$ cat src/rtl/ring_node_mc.sv
// Ring interconnect node with NUM_PE buffered injection channels and a
// pass-through ring port; ring traffic always owns its slot.
package ring_node_mc_pkg;
  localparam int unsigned CELL_ID_W = 8;
  localparam int unsigned FORCE_W   = 16;

  typedef struct packed {
    logic [FORCE_W-1:0] fx;
    logic [FORCE_W-1:0] fy;
    logic [FORCE_W-1:0] fz;
  } force_data_t;

  typedef struct packed {
    logic [CELL_ID_W-1:0] dest_id;
    force_data_t          payload;
  } packet_t;
endpackage

module ring_node_mc
  import ring_node_mc_pkg::*;
#(
  parameter int unsigned HOME_CELL_ID = 0,
  parameter int unsigned NUM_PE       = 2,
  parameter int unsigned FIFO_DEPTH   = 4
) (
  input  logic                  clk,
  input  logic                  rst,
  input  packet_t [NUM_PE-1:0]  pe_pkt_in,
  input  logic    [NUM_PE-1:0]  pe_pkt_valid,
  output logic    [NUM_PE-1:0]  pe_ready,
  input  packet_t               prev_pkt_in,
  input  logic                  prev_pkt_valid,
  output force_data_t           fc_data_out,
  output logic                  fc_data_valid,
  output packet_t               nxt_pkt_out,
  output logic                  nxt_pkt_valid
);
  localparam int unsigned AW = (FIFO_DEPTH > 1) ? $clog2(FIFO_DEPTH) : 1;
  localparam int unsigned CW = $clog2(FIFO_DEPTH + 1);
  localparam int unsigned PW = (NUM_PE > 1) ? $clog2(NUM_PE) : 1;
  localparam logic [CELL_ID_W-1:0] HOME_ID  = CELL_ID_W'(HOME_CELL_ID);
  localparam logic [CW-1:0]        CNT_FULL = CW'(FIFO_DEPTH);
  localparam logic [AW-1:0]        PTR_LAST = AW'(FIFO_DEPTH - 1);
  localparam logic [PW-1:0]        PE_LAST  = PW'(NUM_PE - 1);

  packet_t       mem_q    [NUM_PE][FIFO_DEPTH];
  logic [AW-1:0] wr_ptr_q [NUM_PE];
  logic [AW-1:0] wr_ptr_d [NUM_PE];
  logic [AW-1:0] rd_ptr_q [NUM_PE];
  logic [AW-1:0] rd_ptr_d [NUM_PE];
  logic [CW-1:0] cnt_q    [NUM_PE];
  logic [CW-1:0] cnt_d    [NUM_PE];
  packet_t       head_c   [NUM_PE];

  logic [PW-1:0] fc_ptr_q, fc_ptr_d, nxt_ptr_q, nxt_ptr_d;
  logic [PW-1:0] fc_idx_c, nxt_idx_c;
  logic          fc_found_c, nxt_found_c;
  logic          ring_fc_c, ring_nxt_c;
  logic [NUM_PE-1:0] push_c, pop_c, fc_elig_c, nxt_elig_c;

  force_data_t fc_data_q, fc_data_d;
  logic        fc_valid_q, fc_valid_d;
  packet_t     nxt_pkt_q, nxt_pkt_d;
  logic        nxt_valid_q, nxt_valid_d;

  // Index k positions after base, modulo NUM_PE.
  function automatic logic [PW-1:0] rr_idx(input logic [PW-1:0] base, input int unsigned k);
    int unsigned s;
    s = 32'(base) + k;
    if (s >= NUM_PE) s = s - NUM_PE;
    return PW'(s);
  endfunction

  function automatic logic [PW-1:0] pe_inc(input logic [PW-1:0] g);
    return (g == PE_LAST) ? '0 : g + PW'(1);
  endfunction

  function automatic logic [AW-1:0] ptr_inc(input logic [AW-1:0] p);
    return (p == PTR_LAST) ? '0 : p + AW'(1);
  endfunction

  assign ring_fc_c  = prev_pkt_valid && (prev_pkt_in.dest_id == HOME_ID);
  assign ring_nxt_c = prev_pkt_valid && (prev_pkt_in.dest_id != HOME_ID);

  // FIFO heads and per-slot eligibility
  always_comb begin
    for (int unsigned i = 0; i < NUM_PE; i++) begin
      head_c[i]     = mem_q[i][rd_ptr_q[i]];
      pe_ready[i]   = (cnt_q[i] != CNT_FULL);
      fc_elig_c[i]  = (cnt_q[i] != '0) && (head_c[i].dest_id == HOME_ID);
      nxt_elig_c[i] = (cnt_q[i] != '0) && (head_c[i].dest_id != HOME_ID);
    end
  end

  // Round-robin search over free slots only
  always_comb begin
    fc_found_c  = 1'b0;
    fc_idx_c    = fc_ptr_q;
    nxt_found_c = 1'b0;
    nxt_idx_c   = nxt_ptr_q;
    for (int unsigned k = 0; k < NUM_PE; k++) begin
      if (!fc_found_c && !ring_fc_c && fc_elig_c[rr_idx(fc_ptr_q, k)]) begin
        fc_found_c = 1'b1;
        fc_idx_c   = rr_idx(fc_ptr_q, k);
      end
      if (!nxt_found_c && !ring_nxt_c && nxt_elig_c[rr_idx(nxt_ptr_q, k)]) begin
        nxt_found_c = 1'b1;
        nxt_idx_c   = rr_idx(nxt_ptr_q, k);
      end
    end
  end

  // FIFO pointer/count next state; a full FIFO refuses pushes even when popped
  always_comb begin
    for (int unsigned i = 0; i < NUM_PE; i++) begin
      push_c[i]   = pe_pkt_valid[i] && (cnt_q[i] != CNT_FULL);
      pop_c[i]    = (fc_found_c && (fc_idx_c == PW'(i))) ||
                    (nxt_found_c && (nxt_idx_c == PW'(i)));
      wr_ptr_d[i] = push_c[i] ? ptr_inc(wr_ptr_q[i]) : wr_ptr_q[i];
      rd_ptr_d[i] = pop_c[i]  ? ptr_inc(rd_ptr_q[i]) : rd_ptr_q[i];
      case ({push_c[i], pop_c[i]})
        2'b10:   cnt_d[i] = cnt_q[i] + CW'(1);
        2'b01:   cnt_d[i] = cnt_q[i] - CW'(1);
        default: cnt_d[i] = cnt_q[i];
      endcase
    end
  end

  // Slot winners and arbiter pointer advance
  always_comb begin
    fc_valid_d  = 1'b0;
    fc_data_d   = '0;
    nxt_valid_d = 1'b0;
    nxt_pkt_d   = '0;
    fc_ptr_d    = fc_ptr_q;
    nxt_ptr_d   = nxt_ptr_q;
    if (ring_fc_c) begin
      fc_valid_d = 1'b1;
      fc_data_d  = prev_pkt_in.payload;
    end else if (fc_found_c) begin
      fc_valid_d = 1'b1;
      fc_data_d  = head_c[fc_idx_c].payload;
      fc_ptr_d   = pe_inc(fc_idx_c);
    end
    if (ring_nxt_c) begin
      nxt_valid_d = 1'b1;
      nxt_pkt_d   = prev_pkt_in;
    end else if (nxt_found_c) begin
      nxt_valid_d = 1'b1;
      nxt_pkt_d   = head_c[nxt_idx_c];
      nxt_ptr_d   = pe_inc(nxt_idx_c);
    end
  end

  always_ff @(posedge clk) begin
    if (rst) begin
      for (int unsigned i = 0; i < NUM_PE; i++) begin
        wr_ptr_q[i] <= '0;
        rd_ptr_q[i] <= '0;
        cnt_q[i]    <= '0;
      end
      fc_ptr_q    <= '0;
      nxt_ptr_q   <= '0;
      fc_data_q   <= '0;
      fc_valid_q  <= 1'b0;
      nxt_pkt_q   <= '0;
      nxt_valid_q <= 1'b0;
    end else begin
      for (int unsigned i = 0; i < NUM_PE; i++) begin
        wr_ptr_q[i] <= wr_ptr_d[i];
        rd_ptr_q[i] <= rd_ptr_d[i];
        cnt_q[i]    <= cnt_d[i];
      end
      fc_ptr_q    <= fc_ptr_d;
      nxt_ptr_q   <= nxt_ptr_d;
      fc_data_q   <= fc_data_d;
      fc_valid_q  <= fc_valid_d;
      nxt_pkt_q   <= nxt_pkt_d;
      nxt_valid_q <= nxt_valid_d;
    end
  end

  // Packet storage needs no reset; occupancy is tracked by the counts
  always_ff @(posedge clk) begin
    for (int unsigned i = 0; i < NUM_PE; i++) begin
      if (push_c[i] && !rst) mem_q[i][wr_ptr_q[i]] <= pe_pkt_in[i];
    end
  end

  assign fc_data_out   = fc_data_q;
  assign fc_data_valid = fc_valid_q;
  assign nxt_pkt_out   = nxt_pkt_q;
  assign nxt_pkt_valid = nxt_valid_q;

endmodule

$ cat config.mk
export PLATFORM = sky130hd
export DESIGN_NAME = ring_node_mc
export DESIGN_NICKNAME = d
export VERILOG_FILES = /design/src/rtl/ring_node_mc.sv
export SDC_FILE = /design/constraint.sdc
export NUM_CORES = 1
export LEC_CHECK = 0
export BUFFER_PORTS_ARGS = -buffer_cell sky130_fd_sc_hd__buf_2
export CAP_MARGIN = 30
export CORE_MARGIN = 3
export CORE_UTILIZATION = 37
export CTS_CLUSTER_DIAMETER = 200
export DETAILED_ROUTE_END_ITERATION = 10
export GPL_TIMING_DRIVEN = 0
export HOLD_SLACK_MARGIN = 0.15
export PLACE_DENSITY = 0.58
export REMOVE_ABC_BUFFERS = 1
export SLEW_MARGIN = 30
export SYNTH_ARGS = -nofsm -noshare
export SYNTH_HDL_FRONTEND = slang
export SYNTH_SLANG_ARGS = --single-unit
export TNS_END_PERCENT = 30
$ cat constraint.sdc
create_clock -name clk -period 8.1 [get_ports clk]
set_input_delay 0.405 -clock clk [delete_from_list [all_inputs] [get_ports clk]]
set_output_delay 0.405 -clock clk [all_outputs]
set_load 0.01 [all_outputs]
Word-level counts from Yosys, hierarchy flattened
Memories as Yosys holds them, arrays and structs flattened. Index checks and enable logic that the tools add are counted.

Register bits after elaboration: 108. Bits in writable memories: 462. Bits of input ports: 173. Output and inout port bits: 108. Word-level logic and storage cells: 181. Memories: 4.

Memories: mem_q (words 2, width 224, rd ports 2, clocked after Yosys merged registers in 0, write ports 2, RTL line 46) `packet_t mem_q [NUM_PE][FIFO_DEPTH];`; cnt_q (words 2, width 3, rd ports 2, clocked after Yosys merged registers in 0, write ports 2, RTL line 51) `logic [CW-1:0] cnt_q [NUM_PE];`; rd_ptr_q (words 2, width 2, rd ports 2, clocked after Yosys merged registers in 0, write ports 2, RTL line 49) `logic [AW-1:0] rd_ptr_q [NUM_PE];`; wr_ptr_q (words 2, width 2, rd ports 2, clocked after Yosys merged registers in 0, write ports 2, RTL line 47) `logic [AW-1:0] wr_ptr_q [NUM_PE];`.

Add/subtract/negate cells: 16. Magnitude comparators: 16. Equal/unequal tests: 10. Multiplexer cells: 69. Bitwise gates (word level): 16. Reduce and logical (&&, ||, !) cells: 39.

Operators by type and width (count): $mux W56 (11); $mux W224 (2); $mux W48 (5); $bmux W56 S2 (2); $demux W56 S2 (2); $mux W1 (31); $logic_not A8 Y1 (3); $mux W2 (12); $reduce_bool A8 Y1 (3); $logic_and A1 B1 Y1 (22); $eq A2 B2 Y1 const B (6); $ge A3 B3 Y1 const B (4); $not A2 Y3 (4); $pmux W3 S2 (2); $add A2 B1 Y2 const B (4); $ge A2 B2 Y1 const B (4); $lt A1 B2 Y1 const B (4); $add A3 B1 Y3 const B (2); $lt A3 B1 Y1 const B (2); $mux W3 (2); $ne A3 B3 Y1 const B (2); $or A1 B1 Y1 (6); $reduce_bool A3 Y1 (2); $sub A3 B1 Y3 const B (2); 10 further kinds (27).

Depth between registers and ports, before layout
Gate-level depths: netlist of run 1. An unclocked memory read counts as a cell.

Word-level depth: 21. Depth in mapped cells: 13. Mapped depth without buffers: 11.

Worst setup path before layout of run 1
No wires, ideal clock.

Path type: reg2reg. From: memory rd_ptr_q[0][2] in the netlist's numbering. To: memory cnt_q[0][2] in the netlist's numbering. Setup time: 70 ps. Arrival time: 3563 ps. Data required time: 8030 ps. Setup slack: 4467 ps. Stages on the path, launching flop included: 13. Buffers on the path: 2. Clock period less this slack: 3633 ps. Cells stage by stage: dfxtp_1 buf_6 buf_6 mux4_2 or4_4 o211a_4 o32ai_2 ha_1 inv_1 fa_1 xor2_1 or3_1 a21oi_1.

RTL lines (RTL line): from (decl) (49); to (decl) (51).

==> flow_summary.yaml, run 1 <==
route:
  wl_per_cell_um: 22.9
  firstDrtPassIters: 5
  drc: 0
  vias: 13300
  first_iter_violations: 939
  avgViaCountPerCell: 5.27
  finalWirelength_um: 58000
  antenna_left: 0
floorplanning:
  die_area_um2: 62700
  core_um2: 58400
  initial_core_util_pct: 37.9
  fp-row-count: 88
  fp.dieH_um: 250
  top_level_ports: 281
  chipWidth_um: 250
setup_path:
  start_kind: "register"
  path_cells: "buf_16, mux4_2, or4_4, nor2_4, o2111a_4, buf_16, a21o_1, ha_1, inv_1, fa_1, xor2_1, or3_1, a21oi_1"
  cp.required_ps: 8640
  critPathBufInv: 3
  cp-end-kind: "register"
  crit_type: "reg2reg"
  max_stage_delay_ps: 670
  worstPathArrival_ps: 5120
  cp.depth: 13
  crit_slowest_cell: "dfxtp_4"
  crit_family: "simple AND/OR/NAND/NOR gates"
  reg2regPathDepth: 13
  cpMostUsedCell: "buf_16"
  crit_fanout: 31
layout:
  num-nets-final: 1901
  fillCellCount: 4937
  multi_input_area_um2: 5810
  ff_latch_area_um2: 15900
  stdcell_area_um2: 28500
  drive_above_1_share_pct: 33.9
  layout_commonest_cell: "edfxtp_1"
  layout.cells.most_common_list: "edfxtp_1 (448), buf_2 (279), dlygate4sd3_1 (170)"
  area_growth_pct: 29.2
  fin_cells: 2532
logic_synthesis:
  ys.warnings.count: 0
  syn_inst: 1255
  synth.distinct_cells: 44
  ys_ff_latch: 570
  synthFlopType: "edfxtp_1"
  seq_area_frac_synth_pct: 71.9
  synth_edf_count: 448
  async_reset_ff_share_pct: 0
  synthesis.area_um2: 22100
  syn_avg_cell_area_um2: 17.6
timing:
  fin_crit_ps: 4580
  rsz0062_at_grt: "no"
  slew_headroom_pct: 45.4
  setup_viol_count_final: 0
  fin_crit_sh_pct: 56.6
  hold_viol: 0
  tightest_slew_ps: 811
  slew_violations: 0
  skew_ps: 19.2
  max_freq_mhz: 218
clock_network:
  htreeDepth: 2
  clk_pin_slew_ps: 60
  cts_setup_buffers: 0
  cts_made_buffers: 60
  clk_latency_ps: 610
  cts_sinks: 570
  cts_root_buf: "clkbuf_16"
  cts_buffer_depth: 3
  cts_tree: "yes"
  ctsResizeCount: 0
placement:
  dpl-instance-area_um2: 24900
  io_buffers: 280
  dpl.hpwl_um: 38500
  place_congestion: 0.720
  dp_cells: 2247
pwr:
  combPwrFrac_pct: 24.4
  clkPwrFrac_pct: 32.9
  vdd_drop_max_uv: 211
  power_frac_seq_pct: 42.7
  pwr_density_cell_nw_per_um2: 285
  power.total_uw: 8130
  switching_share_pct: 28.3
  internal-power_uw: 5830
  p_leak_uw: 0.00990
  netSwitchingPower_uw: 2300
worst_hold_path:
  min_path_type: "in2reg"
  min_path_cells: 2
status:
  status: "complete, no violations"
grt:
  grt_overflow: 0
  grt_pass1_wl_um: 88800
  grt_max_degree: 69
  grt_use_total_pct: 18.5
  grt_pass1_vias: 14500
  antenna_found_initial: 4
job:
  cap_viol_max_count: 0
-- what timing repair did --
| action | in CTS | in global routing |
|---|---|---|
| hold endpoints to repair | 554 | 0 |
| hold buffers | 170 | 0 |
| endpoints found under the setup margin | 0 | 0 |
-- power by group through the flow --
stage / logic [uW] / clock network (uW) / registers [uW]
after floorplan: 1040 / 0 / 3630
after global placement: 1660 / 0 / 3700
after detailed placement: 1940 / 0 / 3530
after CTS: 2020 / 2740 / 3470
after global routing: 2160 / 2870 / 3490
final: 1990 / 2670 / 3470
-- worst paths after layout --
check | slack (ps) | to | startpoint
worst min register to register | 520 | wr_ptr_q[0][1]$_SDFFE_PP0P_ | wr_ptr_q[0][1]$_SDFFE_PP0P_
worst min-delay path | 270 | nxt_pkt_out[47]$_SDFF_PP0_ | rst
worst max register to register | 3520 | cnt_q[0][5]$_SDFFE_PP0P_ | rd_ptr_q[0][3]$_SDFFE_PP0N_
worst max-delay path | 3520 | cnt_q[0][5]$_SDFFE_PP0P_ | rd_ptr_q[0][3]$_SDFFE_PP0N_
-- flip-flops by register name, indices dropped and copies added (netlist names) --
| name | flops |
|---|---|
| nxt_pkt_valid | 1 |
| fc_data_valid | 1 |
| mem_q | 448 |
| fc_data_out | 48 |
| wr_ptr_q | 4 |
| fc_ptr_q | 1 |
| cnt_q | 6 |
| nxt_ptr_q | 1 |
| rd_ptr_q | 4 |
| nxt_pkt_out | 56 |
-- layout make-up --
class	instances	share of cell area [%]
multi-input combinational	586	20.4
clock buffer	90	6.36
tap	765	3.35
timing repair buffer	486	13.5
sequential	570	55.7
clock inverter	22	0.487
inverter	10	0.132
antenna	3	0.0263
-- routing by layer --
metal | part of all wire (%) | vias to the layer above | wire [um] | track usage, %
met2 | 49 | 393 | 28600 | 31.2
met1 | 43 | 6881 | 25100 | 24.8
met3 | 5.1 | 95 | 2980 | 3.25
met4 | 2.3 | 2 | 1340 | 5.29
li1 | - | 5962 | - | -
met5 | 0.022 | - | 13 | 0
-- cell usage after synthesis (2+ instances only) --
| cell type | number | area, um2 |
|---|---|---|
| xor2_1 | 4 | 35.0 |
| a221oi_1 | 71 | 622 |
| nand2_1 | 9 | 33.8 |
| ha_1 | 12 | 150 |
| or3_1 | 4 | 25.0 |
| mux2i_1 | 3 | 30.0 |
| inv_1 | 10 | 37.5 |
| fa_1 | 2 | 40.0 |
| clkbuf_1 | 53 | 199 |
| or4_4 | 2 | 22.5 |
| buf_6 | 7 | 78.8 |
| a21oi_1 | 10 | 50.1 |
| nor4_1 | 2 | 12.5 |
| o21ai_0 | 2 | 10.0 |
| buf_2 | 16 | 80.1 |
| a221oi_2 | 25 | 375 |
| nor2_4 | 2 | 22.5 |
| edfxtp_1 | 448 | 13500 |
| mux4_2 | 112 | 2520 |
| a21o_1 | 2 | 15.0 |
| a31oi_1 | 2 | 12.5 |
| nand2b_1 | 2 | 12.5 |
| buf_4 | 4 | 30.0 |
| dfxtp_1 | 122 | 2440 |
| buf_1 | 8 | 30.0 |
| nor3_2 | 21 | 210 |
| nor2_1 | 123 | 462 |
| a211oi_1 | 9 | 67.6 |
| nor3_1 | 83 | 415 |
| nand3_1 | 7 | 35.0 |
| and2_1 | 58 | 363 |
| a22oi_1 | 8 | 60.1 |
-- cells by family after synthesis --
| logic type | synth area share [%] |
|---|---|
| simple gates | 7.57 |
| compound gates | 5.73 |
| xor+xnor | 0.159 |
| fa+ha+maj | 0.861 |
| mux | 11.6 |
| buf+inv | 2.13 |
| flops | 71.9 |
-- through the flow --
step | util, % | hold slack (ps) | worst slack [ps] | TNS [ps]
CTS | 48.9 | 246 | 3460 | 0
global placement | 41.2 | 488 | -4440 | -281410
floorplan | - | 463 | 963 | 0
global route | 48.9 | 287 | 3340 | 0
finish | 48.9 | 265 | 3520 | 0
detailed placement | 42.6 | 502 | 3490 | 0
Note: power is estimated with default switching activity, not from simulation.
==> inputs of run 2 (changes only) <==
==> constraint.sdc (replaced) <==
create_clock -name clk -period 4.3 [get_ports clk]
set_input_delay 0.215 -clock clk [delete_from_list [all_inputs] [get_ports clk]]
set_output_delay 0.215 -clock clk [all_outputs]
set_load 0.01 [all_outputs]
==> run 2 against run 1 <==
  * Sequential cell count is the same
  * Non-clock buffer count grew 11
  * Clock-buffer cell count is the same
  * Clock power grew 89%
  * Power grew 89%
  * Core utilization grew 0.22 points
  * Wire length grew 1.9%
  * Register-to-register slack lost 3300 ps
  * Critical path type unchanged
  * Critical endpoint unchanged
==> flow_summary.yaml, run 2 (synthesis gave the netlist of run 1 again) <==
placement:
  place_congestion: 0.720
  io_buffers: 280
  dpl-instance-area_um2: 24900
  dpl.hpwl_um: 38500
  dp_cells: 2247
clock_network:
  cts_buffer_depth: 3
  htreeDepth: 2
  clk_latency_ps: 600
  cts_root_buf: "clkbuf_16"
  clk_pin_slew_ps: 60
  cts_sinks: 570
  ctsResizeCount: 0
  cts_made_buffers: 60
  cts_tree: "yes"
pwr:
  vdd_drop_max_uv: 400
  p_leak_uw: 0.00997
  power.total_uw: 15400
  pwr_density_cell_nw_per_um2: 536
floorplanning:
  die_area_um2: 62700
  core_um2: 58400
  initial_core_util_pct: 37.9
  fp-row-count: 88
  chipWidth_um: 250
  fp.dieH_um: 250
  top_level_ports: 281
timing:
  tns_ps: 0
  skew_ps: 15.7
  max_freq_mhz: 243
  fin_crit_ps: 4110
  fin_crit_sh_pct: 95.5
  hold_viol: 0
  slew_violations: 0
  setup_viol_count_final: 0
  tightest_slew_ps: 821
  slew_headroom_pct: 44.7
  rsz0062_at_grt: "no"
setup_path:
  crit_fanout: 30
  cp.required_ps: 4840
  worstPathArrival_ps: 4640
  start_kind: "register"
  cp-end-kind: "register"
  reg2regPathDepth: 12
  crit_type: "reg2reg"
worst_hold_path:
  min_path_cells: 4
  min_path_type: "in2reg"
route:
  antenna_left: 0
  wl_per_cell_um: 23.2
  avgViaCountPerCell: 5.29
  vias: 13400
  firstDrtPassIters: 5
  drc: 0
  finalWirelength_um: 59100
  first_iter_violations: 918
layout:
  layout_commonest_cell: "edfxtp_1"
  fin_cells: 2544
  stdcell_area_um2: 28700
  layout.cells.most_common_list: "edfxtp_1 (448), buf_2 (279), dlygate4sd3_1 (176)"
  num-nets-final: 1913
  area_growth_pct: 29.8
  fin_util_pct: 49.1
  largest_reg_flops: 448
  fillCellCount: 4920
  drive_above_1_share_pct: 34.0
grt:
  grt_overflow: 0
  grt_max_degree: 69
  grt_pass1_wl_um: 89800
  grt_use_total_pct: 18.8
  grt_pass1_vias: 14500
  antenna_found_initial: 4
status:
  status: "complete, no violations"
job:
  cap_viol_max_count: 0
## run 2: changes by cell type in the layout (fill, tap and decap cells not counted)
cell,previous run,this run
dlygate4sd3_1,170,176
buf_4,0,4
buf_16,11,12
o2111a_2,0,1
## run 2: path summary, 6_finish.rpt
kind	from	to	slack [ps]
worst max-delay path	rd_ptr_q[0][0]$_SDFFE_PP0N_	cnt_q[0][5]$_SDFFE_PP0P_	190
worst min-delay path	prev_pkt_valid	fc_data_out[25]$_SDFF_PP0_	260
worst max register to register	rd_ptr_q[0][0]$_SDFFE_PP0N_	cnt_q[0][5]$_SDFFE_PP0P_	190
worst min register to register	wr_ptr_q[0][1]$_SDFFE_PP0P_	wr_ptr_q[0][1]$_SDFFE_PP0P_	520
## run 2: final cells by class
type	count	area, um2	area share [%]
Timing Repair Buffer	497	3980	13.9
Clock buffer	90	1820	6.33
Inverter	10	37.5	0.131
Clock inverter	22	139	0.484
Multi-Input combinational cell	587	5820	20.3
Tap cell	765	957	3.34
Antenna cell	3	7.51	0.0262
Sequential cell	570	15900	55.5
## run 2: worst max-delay path: stages (launching register included)
cell and delay [ps]:
dfxtp_4 600, mux4_2 600, nor4_2 580, nand3_1 390, o2111a_4 420, buf_16 190, a21o_1 220, ha_1 220
inv_1 80, fa_1 180, xor2_1 80, or3_1 300, a21oi_1 140
## run 2: routing by layer
metal	vias up	routed length, um	GRT usage (%)
met5	-	13	0
met4	2	1280	5.34
li1	5998	-	-
met1	6929	25700	25.5
met2	431	28900	31.4
met3	87	3170	3.21
## run 2: what timing repair did
action                                  CTS  global route
setup buffers                             2             3
hold buffers                            176             0
cloned                                    1             0
pin swaps                                 2             0
endpoints found under the hold margin   556             0
endpoints found under the setup margin    2             2
## run 2: stage by stage
| step | hold WS [ps] | setup WS [ps] |
|---|---|---|
| after floorplan | 284 | -2840 |
| after global placement | 428 | -8240 |
| after detailed placement | 430 | -315 |
| after CTS | 223 | 105 |
| after global routing | 267 | 50.9 |
| final | 258 | 192 |
## run 2: power breakdown
part           leakage [uW]  total [uW]  internal [uW]  switching (uW)
combinational       0.00393        3810           1710            2100
sequential          0.00507        6520           6330             182
clock              0.000966        5040           2960            2090
==> inputs of run 3 (changes only) <==
==> constraint.sdc (replaced) <==
create_clock -name clk -period 4.4 [get_ports clk]
set_input_delay 0.22 -clock clk [delete_from_list [all_inputs] [get_ports clk]]
set_output_delay 0.22 -clock clk [all_outputs]
set_load 0.01 [all_outputs]
==> run 3 against run 2 <==
  * Sequential power fell by 2%
  * First-iteration DRC count rose by 3.7%
  * Critical path depth rose by 1
  * Sequential share of layout area rose by 0.083 points
  * Via count fell by 0.34%
  * Final area fell by 0.15%
  * Global-route usage did not move
  * Setup slack improved by 43 ps
  * Core utilization fell by 0.073 points
  * Highest routed layer unchanged
==> flow_summary.yaml, run 3 (synthesis gave the netlist of run 1 again) <==
status:
  status: "complete, no violations"
floorplanning:
  core_um2: 58400
  top_level_ports: 281
  fp-row-count: 88
  die_area_um2: 62700
  fp.dieH_um: 250
  chipWidth_um: 250
  initial_core_util_pct: 37.9
pwr:
  netSwitchingPower_uw: 4270
  vdd_drop_max_uv: 390
  internal-power_uw: 10700
  power_frac_seq_pct: 42.5
  clkPwrFrac_pct: 32.9
  power.total_uw: 15000
  switching_share_pct: 28.5
  pwr_density_cell_nw_per_um2: 524
  p_leak_uw: 0.00995
  combPwrFrac_pct: 24.6
timing:
  rsz0062_at_grt: "no"
  skew_ps: 19.2
  fin_crit_sh_pct: 94.7
  max_freq_mhz: 240
  slew_violations: 0
  fin_crit_ps: 4170
  setup_viol_count_final: 0
  hold_viol: 0
  slew_headroom_pct: 44.8
  tightest_slew_ps: 820
layout:
  area_growth_pct: 29.6
  ff_latch_area_um2: 15900
  layout.cells.most_common_list: "edfxtp_1 (448), buf_2 (279), dlygate4sd3_1 (176)"
  largest_reg_flops: 448
  drive_above_1_share_pct: 33.9
  fillCellCount: 4926
  fin_util_pct: 49.1
  layout_commonest_cell: "edfxtp_1"
  multi_input_area_um2: 5820
  num-nets-final: 1910
grt:
  grt_use_total_pct: 18.8
  antenna_found_initial: 4
  grt_pass1_vias: 14500
  grt_max_degree: 69
  grt_overflow: 0
  grt_pass1_wl_um: 89800
placement:
  place_congestion: 0.720
  dpl.hpwl_um: 38500
  io_buffers: 280
setup_path:
  crit_fanout: 30
  worstPathArrival_ps: 4700
  start_kind: "register"
  cp-end-kind: "register"
  cp.required_ps: 4940
  crit_type: "reg2reg"
clock_network:
  htreeDepth: 2
  cts_root_buf: "clkbuf_16"
  clk_latency_ps: 610
  cts_made_buffers: 60
  cts_sinks: 570
  cts_tree: "yes"
  cts_buffer_depth: 3
  clk_pin_slew_ps: 60
route:
  wl_per_cell_um: 23.1
  avgViaCountPerCell: 5.27
  drc: 0
  first_iter_violations: 952
  vias: 13400
  finalWirelength_um: 58800
  antenna_left: 0
  firstDrtPassIters: 5
job:
  cap_viol_max_count: 0
worst_hold_path:
  min_path_type: "in2reg"
## run 3: cell count changes in the layout (fill, tap and decap cells not counted)
| cell | delta |
|---|---|
| buf_4 | -2 |
| buf_16 | -1 |
## run 3: final timing paths
| check | start | end | slack, ps | cells past startpoint |
|---|---|---|---|---|
| min | prev_pkt_valid | fc_data_out[14]$_SDFF_PP0_ | 260 | 4 |
| min reg2reg | wr_ptr_q[0][1]$_SDFFE_PP0P_ | wr_ptr_q[0][1]$_SDFFE_PP0P_ | 520 | 2 |
| max | rd_ptr_q[0][2]$_SDFFE_PP0N_ | cnt_q[0][5]$_SDFFE_PP0P_ | 230 | 13 |
| max reg2reg | rd_ptr_q[0][2]$_SDFFE_PP0N_ | cnt_q[0][5]$_SDFFE_PP0P_ | 230 | 13 |
## run 3: metrics by stage
step / setup TNS [ps] / instances / hold slack [ps] / cell area [um2] / setup WS [ps]
floorplan: -198210 / 1166 / 289 / 21700 / -2740
global placement: -916250 / 2211 / 433 / 24000 / -8140
detailed placement: -215 / 2247 / 435 / 24900 / -215
CTS: 0 / 2538 / 228 / 28600 / 205
global route: 0 / 2539 / 272 / 28600 / 79.9
finish: 0 / 2541 / 259 / 28600 / 235
## run 3: metal layers
layer / wire (um) / GRT usage, % / up-vias / share of wire [%]
met5: 13 / 0 / - / 0.022
met4: 1270 / 5.34 / 2 / 2.2
li1: - / - / 5991 / -
met3: 2950 / 3.21 / 89 / 5.0
met1: 25700 / 25.5 / 6928 / 44
met2: 28800 / 31.4 / 391 / 49
## run 3: layout make-up
cell class	instances	area share (%)
Tap cell	765	3.34
Clock buffer	90	6.34
Sequential cell	570	55.6
Antenna cell	3	0.0262
Timing Repair Buffer	494	13.8
Inverter	10	0.131
Clock inverter	22	0.485
Multi-Input combinational cell	587	20.3
## run 3: power groups by stage
stage          combinational (uW)  clock (uW)  sequential (uW)
3_3_place_gp                 2840           0             6740
3_5_place_dp                 3580           0             6510
2_1_floorplan                1910           0             6690
5_1_grt                      4000        5280             6430
4_1_cts                      3740        5050             6390
6_report                     3690        4930             6390
## run 3: worst max-delay path: stages, from the launching register on
cell and delay [ps]:
dfxtp_4 520, buf_16 270, mux4_2 570, or4_4 600, nor2_4 150, o2111a_4 260, buf_16 230, a21o_1 170
ha_1 200, inv_1 70, fa_1 430, xor2_1 160, or3_1 300, a21oi_1 140
## run 3: repair_timing
item	4_1_cts	5_1_grt
buffers inserted	2	0
hold buffers	176	0
setup endpoints to repair	2	0
hold endpoints to repair	556	0
gates resized for setup	0	0
